`src/rtl/mio_bus_ctrl.sv`:
```
// -----------------------------------------------------------------------------
// mio_bus_ctrl
//   Registered, handshaked CPU-to-peripheral bus controller. A CPU request is
//   decoded to either the internal scratch register bank, one of NUM_SLV
//   external slaves (selected by addr[31:28] tag), or flagged as unmapped.
//   External accesses wait for the selected slave's ready and are aborted
//   with an error after TIMEOUT cycles. Every output comes straight from a
//   flop.
//
// Ports
//   clk        system clock, rising edge
//   rst        synchronous active-high reset
//   cpu_req    request strobe, sampled only while cpu_busy=0
//   cpu_we     1=write, 0=read (sampled with cpu_req)
//   cpu_addr   byte address (sampled with cpu_req)
//   cpu_wdata  write data (sampled with cpu_req)
//   cpu_rdata  read data, valid with cpu_ack; holds until the next completion
//   cpu_ack    one-cycle completion pulse
//   cpu_err    with cpu_ack: unmapped address or slave timeout
//   cpu_busy   high whenever the controller is not idle
//   slv_sel    one-hot slave select, high only while waiting on a slave
//   slv_we     latched cpu_we (meaningful while slv_sel is non-zero)
//   slv_addr   latched cpu_addr
//   slv_wdata  latched cpu_wdata
//   slv_rdata  slave i read data on [32i+31:32i]
//   slv_ready  slave i completion, honoured only while slave i is selected
// -----------------------------------------------------------------------------
module mio_bus_ctrl #(
    parameter int                 NUM_SLV  = 4,
    parameter logic [4*NUM_SLV-1:0] SLV_TAGS = 16'hFED0,
    parameter logic [31:0]        SCR_BASE = 32'h0000_0900,
    parameter int                 NUM_SCR  = 4,
    parameter logic [31:0]        SCR_RST  = 32'h0000_000F,
    parameter int                 TIMEOUT  = 15
) (
    input  logic                   clk,
    input  logic                   rst,
    input  logic                   cpu_req,
    input  logic                   cpu_we,
    input  logic [31:0]            cpu_addr,
    input  logic [31:0]            cpu_wdata,
    output logic [31:0]            cpu_rdata,
    output logic                   cpu_ack,
    output logic                   cpu_err,
    output logic                   cpu_busy,
    output logic [NUM_SLV-1:0]     slv_sel,
    output logic                   slv_we,
    output logic [31:0]            slv_addr,
    output logic [31:0]            slv_wdata,
    input  logic [NUM_SLV*32-1:0]  slv_rdata,
    input  logic [NUM_SLV-1:0]     slv_ready
);

    // Scratch bank occupies NUM_SCR consecutive words starting at SCR_BASE.
    localparam int SCR_LSB = 2 + $clog2(NUM_SCR);
    localparam int SCR_AW  = (NUM_SCR > 1) ? $clog2(NUM_SCR) : 1;

    typedef enum logic [1:0] {
        S_IDLE,
        S_ACCESS,
        S_RESP
    } state_t;

    state_t               state_q, state_d;
    logic [NUM_SLV-1:0]   sel_q, sel_d;
    logic                 we_q, we_d;
    logic [31:0]          addr_q, addr_d;
    logic [31:0]          wdata_q, wdata_d;
    logic [7:0]           cnt_q, cnt_d;
    logic [31:0]          rdata_q, rdata_d;
    logic                 ack_q, ack_d;
    logic                 err_q, err_d;
    logic                 busy_q;
    logic [31:0]          scr_q [NUM_SCR];

    logic                 scr_hit;
    logic [SCR_AW-1:0]    scr_idx;
    logic                 scr_wr;
    logic                 tag_hit;
    logic [NUM_SLV-1:0]   tag_oh;
    logic [31:0]          sel_rdata;
    logic                 sel_ready;

    // ------------------------------------------------------------------
    // Address decode (only meaningful while idle with cpu_req high)
    // ------------------------------------------------------------------
    assign scr_hit = ((cpu_addr >> SCR_LSB) == (SCR_BASE >> SCR_LSB));
    assign scr_idx = SCR_AW'((cpu_addr >> 2) & 32'(NUM_SCR - 1));

    // Walk from the top slave down so the lowest index wins on duplicate tags.
    always_comb begin
        tag_hit = 1'b0;
        tag_oh  = '0;
        for (int i = NUM_SLV - 1; i >= 0; i--) begin
            if (cpu_addr[31:28] == SLV_TAGS[4*i +: 4]) begin
                tag_hit = 1'b1;
                tag_oh  = NUM_SLV'(1) << i;
            end
        end
    end

    // Selected slave's data and ready; sel_q is one-hot or zero, so OR-ing
    // the masked buses is an exact mux.
    always_comb begin
        sel_rdata = '0;
        for (int i = 0; i < NUM_SLV; i++) begin
            if (sel_q[i]) sel_rdata = sel_rdata | slv_rdata[32*i +: 32];
        end
    end

    assign sel_ready = |(slv_ready & sel_q);

    // ------------------------------------------------------------------
    // Next-state / next-output logic
    // ------------------------------------------------------------------
    // NOTE: every signal written here gets a default first, so no path can
    // leave one unassigned and infer a latch.
    always_comb begin
        state_d = state_q;
        sel_d   = sel_q;
        we_d    = we_q;
        addr_d  = addr_q;
        wdata_d = wdata_q;
        cnt_d   = cnt_q;
        rdata_d = rdata_q;
        ack_d   = 1'b0;
        err_d   = 1'b0;
        scr_wr  = 1'b0;

        unique case (state_q)
            S_IDLE: begin
                if (cpu_req) begin
                    we_d    = cpu_we;
                    addr_d  = cpu_addr;
                    wdata_d = cpu_wdata;
                    if (scr_hit) begin
                        scr_wr  = cpu_we;
                        rdata_d = cpu_we ? 32'h0 : scr_q[scr_idx];
                        ack_d   = 1'b1;
                        state_d = S_RESP;
                    end else if (tag_hit) begin
                        sel_d   = tag_oh;
                        cnt_d   = 8'h00;
                        state_d = S_ACCESS;
                    end else begin
                        rdata_d = 32'h0;
                        ack_d   = 1'b1;
                        err_d   = 1'b1;
                        state_d = S_RESP;
                    end
                end
            end

            S_ACCESS: begin
                // Ready is tested before the timeout so a ready arriving in
                // the final allowed cycle still completes without error.
                if (sel_ready) begin
                    rdata_d = we_q ? 32'h0 : sel_rdata;
                    sel_d   = '0;
                    ack_d   = 1'b1;
                    state_d = S_RESP;
                end else if (cnt_q == 8'(TIMEOUT - 1)) begin
                    rdata_d = 32'h0;
                    sel_d   = '0;
                    ack_d   = 1'b1;
                    err_d   = 1'b1;
                    state_d = S_RESP;
                end else begin
                    cnt_d = cnt_q + 8'h01;
                end
            end

            S_RESP: begin
                state_d = S_IDLE;
            end

            default: begin
                state_d = S_IDLE;
            end
        endcase
    end

    // ------------------------------------------------------------------
    // State and output registers
    // ------------------------------------------------------------------
    // NOTE: sequential state uses non-blocking assignments only, so every
    // flop samples the pre-edge values regardless of statement order.
    always_ff @(posedge clk) begin
        if (rst) begin
            state_q <= S_IDLE;
            sel_q   <= '0;
            we_q    <= 1'b0;
            addr_q  <= 32'h0;
            wdata_q <= 32'h0;
            cnt_q   <= 8'h00;
            rdata_q <= 32'h0;
            ack_q   <= 1'b0;
            err_q   <= 1'b0;
            busy_q  <= 1'b0;
        end else begin
            state_q <= state_d;
            sel_q   <= sel_d;
            we_q    <= we_d;
            addr_q  <= addr_d;
            wdata_q <= wdata_d;
            cnt_q   <= cnt_d;
            rdata_q <= rdata_d;
            ack_q   <= ack_d;
            err_q   <= err_d;
            busy_q  <= (state_d != S_IDLE);
        end
    end

    // NOTE: the scratch bank is a few software-visible registers with a
    // defined power-up value, so it is built from resettable flops rather
    // than an unreset RAM.
    always_ff @(posedge clk) begin
        if (rst) begin
            for (int i = 0; i < NUM_SCR; i++) scr_q[i] <= SCR_RST;
        end else if (scr_wr) begin
            scr_q[scr_idx] <= cpu_wdata;
        end
    end

    assign cpu_rdata = rdata_q;
    assign cpu_ack   = ack_q;
    assign cpu_err   = err_q;
    assign cpu_busy  = busy_q;
    assign slv_sel   = sel_q;
    assign slv_we    = we_q;
    assign slv_addr  = addr_q;
    assign slv_wdata = wdata_q;

endmodule

```
`config.mk`:
```
export PLATFORM = sky130hd
export DESIGN_NAME = mio_bus_ctrl
export DESIGN_NICKNAME = d
export VERILOG_FILES = /design/src/rtl/mio_bus_ctrl.sv
export SDC_FILE = /design/constraint.sdc
export NUM_CORES = 1
export LEC_CHECK = 0
export BUFFER_PORTS_ARGS = -buffer_cell sky130_fd_sc_hd__buf_2
export CAP_MARGIN = 20
export CORE_UTILIZATION = 45
export CTS_CLUSTER_DIAMETER = 50
export DETAILED_ROUTE_END_ITERATION = 8
export PLACE_DENSITY = 0.83
export RECOVER_POWER = 50
export SLEW_MARGIN = 20
export SYNTH_ARGS = -nofsm -noshare
export SYNTH_HDL_FRONTEND = slang
export SYNTH_SLANG_ARGS = --single-unit
```
`constraint.sdc`:
```
create_clock -name clk -period 3.3 [get_ports clk]
set_clock_uncertainty 0.1 [all_clocks]
set_input_delay 0.33 -clock clk [delete_from_list [all_inputs] [get_ports clk]]
set_output_delay 0.33 -clock clk [all_outputs]
set_load 0.05 [all_outputs]
```
After elaboration in Yosys (flattened, before gate mapping). Memory sizes are Yosys's and may differ from the RTL's. Cells that the tools add are included.

Register bits: 114. Bits in latches: 0. Bits in writable memories: 128. Bits in read-only memories: 0. Logic and storage cells: 98. Memories: 1.

Memories: scr_q (words 4, width 32, rd ports 1, clocked after memory_dff 0, wr ports 4, RTL line 74) `logic [31:0] scr_q [NUM_SCR];`.

Add/sub/neg operators: 1. $mul: 0. Div/mod/pow operators: 0. Order comparisons: 0. Eq/ne operators: 13. Shifts and indexed selects: 0. Mux-type cells: 59. Bitwise logic cells: 4. Reductions and logical operators: 10.

Operator list (count): 32-bit 2-to-1 mux (12); 32-bit OR (3); 32-bit one-hot mux with 2 select lines (1); 8-bit 2-to-1 mux (5); 4-bit 2-to-1 mux (9); 32-bit OR reduction (1); 28-bit by 8-bit equality test with 1-bit output (second input constant) (1); 1-bit 2-to-1 mux (21); 8-bit one-hot mux with 2 select lines (1); 4-bit equality test (second input constant) (3); 2-bit 2-to-1 mux (6); 2-bit != test (second input constant) (5); 8-bit by 1-bit adder with 8-bit output (second input constant) (1); 8-bit by 4-bit equality test with 1-bit output (second input constant) (1); 4-bit one-hot mux with 2 select lines (1); 3-bit != test (second input constant) (2); 6-bit AND reduction (1); 5-bit AND reduction (1); 4-bit bitwise AND (1); 4-bit zero test (1); 1-bit one-hot mux with 2 select lines (2); 2-bit one-hot mux with 2 select lines (1); 4-bit AND reduction (1); 2-bit nonzero test (2); other kinds (4) (4).

Depth between registers and ports, before layout. Gate-level depths: netlist of the first run.

Depth after elaboration: 10. Depth in mapped cells: 7. Gate-level depth less buffers: 6.

Worst setup path before layout of the first run. Ideal clock, no wire load.

Path type: input-to-reg. Start: input cpu_addr[16]. End: memory scr_q[3][0] (enable). Library setup time: 0.428 ns. Data arrival time: 3.004 ns. Required time: 2.772 ns. Slack: -0.232 ns. Stages: 6. Buffers on the path: 2. Cell sequence: nor4_2 nand4_2 or2_1 buf_2 clkbuf_1 o21bai_1.

RTL lines: start: declaration (RTL line 40) `input logic [31:0] cpu_addr,`; end: declaration (RTL line 74).

Final worst setup path of the first run.
Start: input cpu_addr[16]. End: register state_q[1].

Cells in the longest elaborated chain, start to end: 4.

RTL lines: 28-bit by 8-bit equality test with 1-bit output (RTL line 87) `assign scr_hit = ((cpu_addr >> SCR_LSB) == (SCR_BASE >> SCR_LSB));`; 2-bit 2-to-1 mux (RTL line 136) `if (scr_hit) begin`; 2-bit 2-to-1 mux (RTL line 132) `if (cpu_req) begin`; 2-bit one-hot mux with 2 select lines (RTL line 130) `unique case (state_q)`; end signal: assignment (RTL line 201) `state_q <= state_d;`; end: declaration (RTL line 64) `state_t state_q, state_d;`.

Every way passes these cells. A chain may end at the register's enable or synchronous reset.

==> flow_summary.ini, run 1 <==
[setup_path]
reg2reg_depth = 6
crit_path_start = cpu_addr[16]
worst-setup-path-type = in -> reg
cp_max_fo = 36
worstSetupEndpointType = flip-flop
crit_required_ns = 3.66
r2r_setup_slack_ns = 0.51
reg2reg_to = slv_addr[5]$_SDFFE_PP0P_
worstPathArrival_ns = 3.27
start_kind = input port
regToRegStartpoint = state_q[0]$_SDFF_PP0_

[sta]
tightestPinTransition_ns = 1.32
finalHoldViolCount = 0
setup_slack_ns = 0.387
finalMaxSlewViolations = 0
finalSetupViolCount = 0
min_period_over_period = 0.883
tns_ns = 0
fmax_mhz = 343
rsz0062_at_grt = no
period_needed_ns = 2.91
max-slew-margin-rel = 0.118

[clock_network]
h-tree-depth = 1
clk_latency_ns = 0.55
cts.repair.resized = 0
hold_buffers = 61
postCtsSetupRepairBufs = 0
cts_tree = built
clock_sinks = 242
clk_path_buf_depth = 3
cts_made_buffers = 30
clockRootBuffer = clkbuf_16
clk_pin_slew_ns = 0.06

[synthesis]
syn_avg_cell_area_um2 = 10.8
synth_compound_area_frac = 0.176
yosys.area_share.simple = 0.183
yosysTopAreaCell = edfxtp_1
synth-seq-cells = 242
synth_cell_types = 54
ys.flop_type = edfxtp_1
synth_fp_nets = 1266
synth_top_family_by_area = simple AND/OR/NAND/NOR gates
yosys-top-cells-area = edfxtp_1, dfxtp_1, mux4_2
ys_warn_count = 0
synth_seq_area_share = 0.532
synth_edf_count = 128
async_reset_ff_frac = 0
synth_fa_ha_area_frac = 0.00217
synthCells = 1064
synth_mux_area_frac = 0.0704
syn_area_um2 = 11500
synth_xor_area_frac = 0
synth_top_cell_area_share = 0.334

[finish]
drive_gt1_frac = 0.274
layout_commonest_cell = buf_2
nNetsFinal = 1598
area_delta_synth_final_pct = 28.9
mostFrequentLayoutCells = buf_2, nand2_1, edfxtp_1
stdcell_area_um2 = 14800
n_fill_cell = 2050

[floorplan]
io_pins = 304
die_area_um2 = 26200
initial_utilization = 0.459
fp.dieW_um = 162
die_h_um = 162
core_area_um2 = 25100
rows = 58

[run_status]
outcome = completed

[min_path]
min_to = slv_addr[30]$_SDFFE_PP0P_
hold_depth = 3
hold_class = in -> reg
hp-start = cpu_addr[30]

[placement]
place_ws_ns = 0.500
post-dp-hpwl_um = 21900
port-buffer-count = 303
gp_congestion = 0.869
placed_area_um2 = 13300

[global_routing]
track_usage = 0.252
overflow = 0
grt_max_degree = 101
grt_pass1_vias = 9581
antenna_found_initial = 1
grt_pass1_wl_um = 51700

[pwr]
p_leak_nw = 5.44
max-vdd-ir-drop_uv = 390
p_per_area_nw_per_um2 = 536

[route]
ant_nets = 0
vias = 9856
drt-total-wl_um = 33700
vias_per_cell = 5.63
wl_per_cell_um = 19.3
drtIter0Drc = 870
drc_errors = 0
dr.pass1.iters = 6

[job]
cap_violations = 0
[sequential cells by signal, summed over array words and instances, names as in the netlist]
| name | cells |
|---|---|
| slv_we | 1 |
| cpu_err | 1 |
| slv_addr | 32 |
| scr_q | 128 |
| cnt_q | 8 |
| slv_wdata | 32 |
| slv_sel | 4 |
| cpu_ack | 1 |
| cpu_rdata | 32 |
| cpu_busy | 1 |
| state_q | 2 |
[kinds of logic (layout without fill, tap and decap cells)]
group,count (synthesis),in the layout
compound gates,284,284
fa+ha+maj,2,2
buf+inv,97,452
flops,242,242
mux,41,41
other cells,0,1
simple gates,398,398
[where the power goes]
group | internal, mW | switching (mW)
logic | 0.371 | 0.790
registers | 3.30 | 0.0740
clock network | 2.12 | 1.30
total | 5.80 | 2.17
[layout make-up]
class | count | area [um2] | share of cell area
Antenna cell | 1 | 2.50 | 0.000169
Clock buffer | 36 | 795 | 0.0535
Clock inverter | 19 | 256 | 0.0173
Inverter | 3 | 11.3 | 0.000758
Multi-Input combinational cell | 725 | 4990 | 0.336
Sequential cell | 242 | 6130 | 0.413
Tap cell | 330 | 413 | 0.0278
Timing Repair Buffer | 394 | 2250 | 0.152
[metrics by stage]
step,total power [mW],hold slack [ns],utilization,std cells
after global routing,8.21,0.0302,0.591,1749
after global placement,4.53,0.339,0.531,1633
after detailed placement,4.56,0.345,0.531,1633
after CTS,8.03,0.000860,0.598,1749
final,7.97,0.0268,0.591,1750
after floorplan,4.17,0.338,-,1064
[synth_stat cells (all sizes together) (3+ instances only)]
cell	instances
nand3	5
edfxtp	128
nor3b	4
mux4	32
nand3b	3
dfxtp	114
and2	114
mux2i	9
nor3	39
nor2	36
a22oi	65
or2	6
and4	3
a21oi	167
clkbuf	72
o21ai	5
nor4	8
buf	22
nand2	142
inv	3
a221o	32
nand2b	28
[critical path, stage by stage]
cell and delay, ns:
dlygate4sd3_1 0.53, clkbuf_1 0.12, nor4_2 0.35, nand4_1 0.40, or2_2 0.46, buf_4 0.28
a32oi_4 0.30, buf_12 0.28, nor3b_1 0.20
[routing by layer]
layer	global-route usage	part of all wire
met1	0.331	0.41
met2	0.433	0.49
met3	0.0365	0.074
met4	0.0708	0.030
met5	0	0
[how the worst max path moves through the flow]
stage               slack, ns                        end
floorplan                0.27  scr_q[0][0]$_SDFFCE_PN1P_
global placement         0.53  scr_q[0][7]$_SDFFCE_PN0P_
detailed placement       0.50      state_q[1]$_SDFF_PP0_
CTS                      0.51      state_q[1]$_SDFF_PP0_
global route             0.24  scr_q[1][0]$_SDFFCE_PN1P_
finish                   0.39      state_q[1]$_SDFF_PP0_
Power figures use the tool's default switching activity.
==> run 2, diff against run 1 <==
ABC_AREA = 1   (was unset)
PLACE_DENSITY = 0.82   (was 0.83)
==> flow_summary.ini, run 2 <==
[run_status]
outcome = finished, violations left
violations = max-capacitance violations, max-slew violations

[finish]
stdcell_area_um2 = 14600
layout_commonest_cell = nand2_1
nNetsFinal = 2060
final_cells = 2216
top_register = scr_q
mostFrequentLayoutCells = nand2_1, nor2_1, buf_2
diodes = 0
largest_reg_flops = 128
drive_gt1_frac = 0.156
area_delta_synth_final_pct = 22.3
final_util = 0.561

[setup_path]
crit_required_ns = 3.41
reg2reg_depth = 8
worstSetupEndpointType = flip-flop
start_kind = input port
worst-setup-path-type = in -> reg
regToRegStartpoint = state_q[0]$_SDFF_PP0_
worstPathArrival_ns = 3.01
cp_max_fo = 23
r2r_setup_slack_ns = 0.44
reg2reg_to = scr_q[0][17]$_SDFFCE_PN0P_

[clock_network]
clk_latency_ns = 0.55
cts_made_buffers = 29
h-tree-depth = 1
clockRootBuffer = clkbuf_16
postCtsSetupRepairBufs = 0
clk_path_buf_depth = 3
clock_sinks = 242
cts_tree = built
clk_pin_slew_ns = 0.06

[route]
vias_per_cell = 5.24
drtIter0Drc = 1363
drc_errors = 0
drt-total-wl_um = 36000
vias = 11600
wl_per_cell_um = 16.3
ant_nets = 0
dr.pass1.iters = 5

[placement]
gp_congestion = 0.851
place_ws_ns = 0.646
post-dp-hpwl_um = 23700
placed_cells = 2132
port-buffer-count = 303
placed_area_um2 = 13500

[pwr]
p_per_area_nw_per_um2 = 536
max-vdd-ir-drop_uv = 373
p_leak_nw = 6.43

[synthesis]
ys.flop_type = edfxtp_1
async_reset_ff_frac = 0
synth_cell_types = 35
ys_warn_count = 0
yosys-top-cells-area = edfxtp_1, dfxtp_1, nand2_1
synthTopCellsByCount = nand2_1, nor2_1, edfxtp_1
syn_area_um2 = 11900
synth_most_common_cell = nand2_1
syn_avg_cell_area_um2 = 7.57
yosysTopAreaCell = edfxtp_1
synth_seq_area_share = 0.514
synth_top_cell_area_share = 0.323
synthCells = 1573
synth-seq-cells = 242
synth_edf_count = 128
synth_fp_nets = 1775

[sta]
min_period_over_period = 0.878
period_needed_ns = 2.90
tightestPinTransition_ns = 1.54
rsz0062_at_grt = no
max-slew-margin-rel = -0.0295
finalSetupViolCount = 0
finalHoldViolCount = 0
fmax_mhz = 345
finalMaxSlewViolations = 105
setup_slack_ns = 0.402

[global_routing]
grt_pass1_wl_um = 54400
grt_max_degree = 103
overflow = 0
grt_pass1_vias = 10600
antenna_found_initial = 2
track_usage = 0.256

[min_path]
hp-start = cpu_wdata[17]
hold_class = in -> reg
min_to = slv_wdata[17]$_SDFFE_PP0P_
hold_depth = 3

[floorplan]
io_pins = 304
die_h_um = 165
rows = 59
die_area_um2 = 27100
initial_utilization = 0.458
fp.dieW_um = 165
core_area_um2 = 26000

[job]
cap_violations = 3
==> run 2: changes by cell type in the layout (fill, tap and decap cells not counted), moves of 42 or more <==
cell	change
nand2_1	+351
nor2_1	+225
inv_1	+108
and2_1	-86
a22oi_1	-65
o21ai_0	+61
a21oi_2	-60
nand3_1	+55
nand4_1	+42
==> run 2: report_power, final <==
group | switching (mW) | internal [mW]
sequential | 0.0763 | 3.33
clock | 1.26 | 1.77
combinational | 1.03 | 0.343
==> run 2: routing by layer <==
layer / GRT usage / part of all wire / up-vias
met5: 0 / 0.00036 / -
met4: 0.0817 / 0.031 / 2
met3: 0.0439 / 0.073 / 94
met2: 0.437 / 0.48 / 537
met1: 0.328 / 0.41 / 5343
li1: - / - / 5642
==> run 2: worst max path at each step <==
stage,startpoint,to,cells after the start
after floorplan,cpu_addr[24],scr_q[0][0]$_SDFFCE_PN1P_,8
after global placement,cpu_addr[4],scr_q[0][9]$_SDFFCE_PN0P_,9
after detailed placement,cpu_addr[4],scr_q[0][12]$_SDFFCE_PN0P_,9
after CTS,state_q[0]$_SDFF_PP0_,scr_q[0][6]$_SDFFCE_PN0P_,8
after global routing,cpu_addr[5],scr_q[3][16]$_DFFE_PP_,11
final,cpu_addr[6],scr_q[0][17]$_SDFFCE_PN0P_,10
==> run 2: per-stage QoR <==
step                      setup TNS (ns)  hold WS, ns  power [mW]
after floorplan                   -44.60        0.299        4.42
after global placement                 0        0.366        4.79
after detailed placement               0        0.371        4.82
after CTS                              0      0.00221        7.88
after global routing                   0       0.0210        8.12
final                                  0       0.0143        7.81
==> run 2: kinds of logic (layout without fill, tap and decap cells) <==
group / Yosys count / after routing / synth area share
buf+inv: 220 / 528 / 0.0808
fa+ha+maj: 2 / 2 / 0.00210
xor+xnor: 2 / 2 / 0.00147
flops: 242 / 242 / 0.514
compound gates: 174 / 174 / 0.0737
simple gates: 933 / 933 / 0.328
==> run 2: worst max-delay path, cell delays in order <==
cell	delay [ns]
dlygate4sd3_1	0.53
buf_2	0.13
inv_1	0.10
nand2_1	0.08
nor2_1	0.15
nand4_1	0.14
nor2_1	0.18
nand4_1	0.33
o21ai_2	0.57
buf_4	0.43
==> run 2: final cells by class <==
class / instances / area [um2]
fill: 2369 / 11400
tap: 335 / 419
inverter: 117 / 443
timing repair buffer: 357 / 1880
sequential: 242 / 6130
clock inverter: 19 / 143
multi-input combinational: 1111 / 4780
clock buffer: 35 / 778
==> run 2: timing repair <==
item,in CTS,in global routing
endpoints found under the hold margin,30,0
hold buffers,30,0
resized for setup,0,0
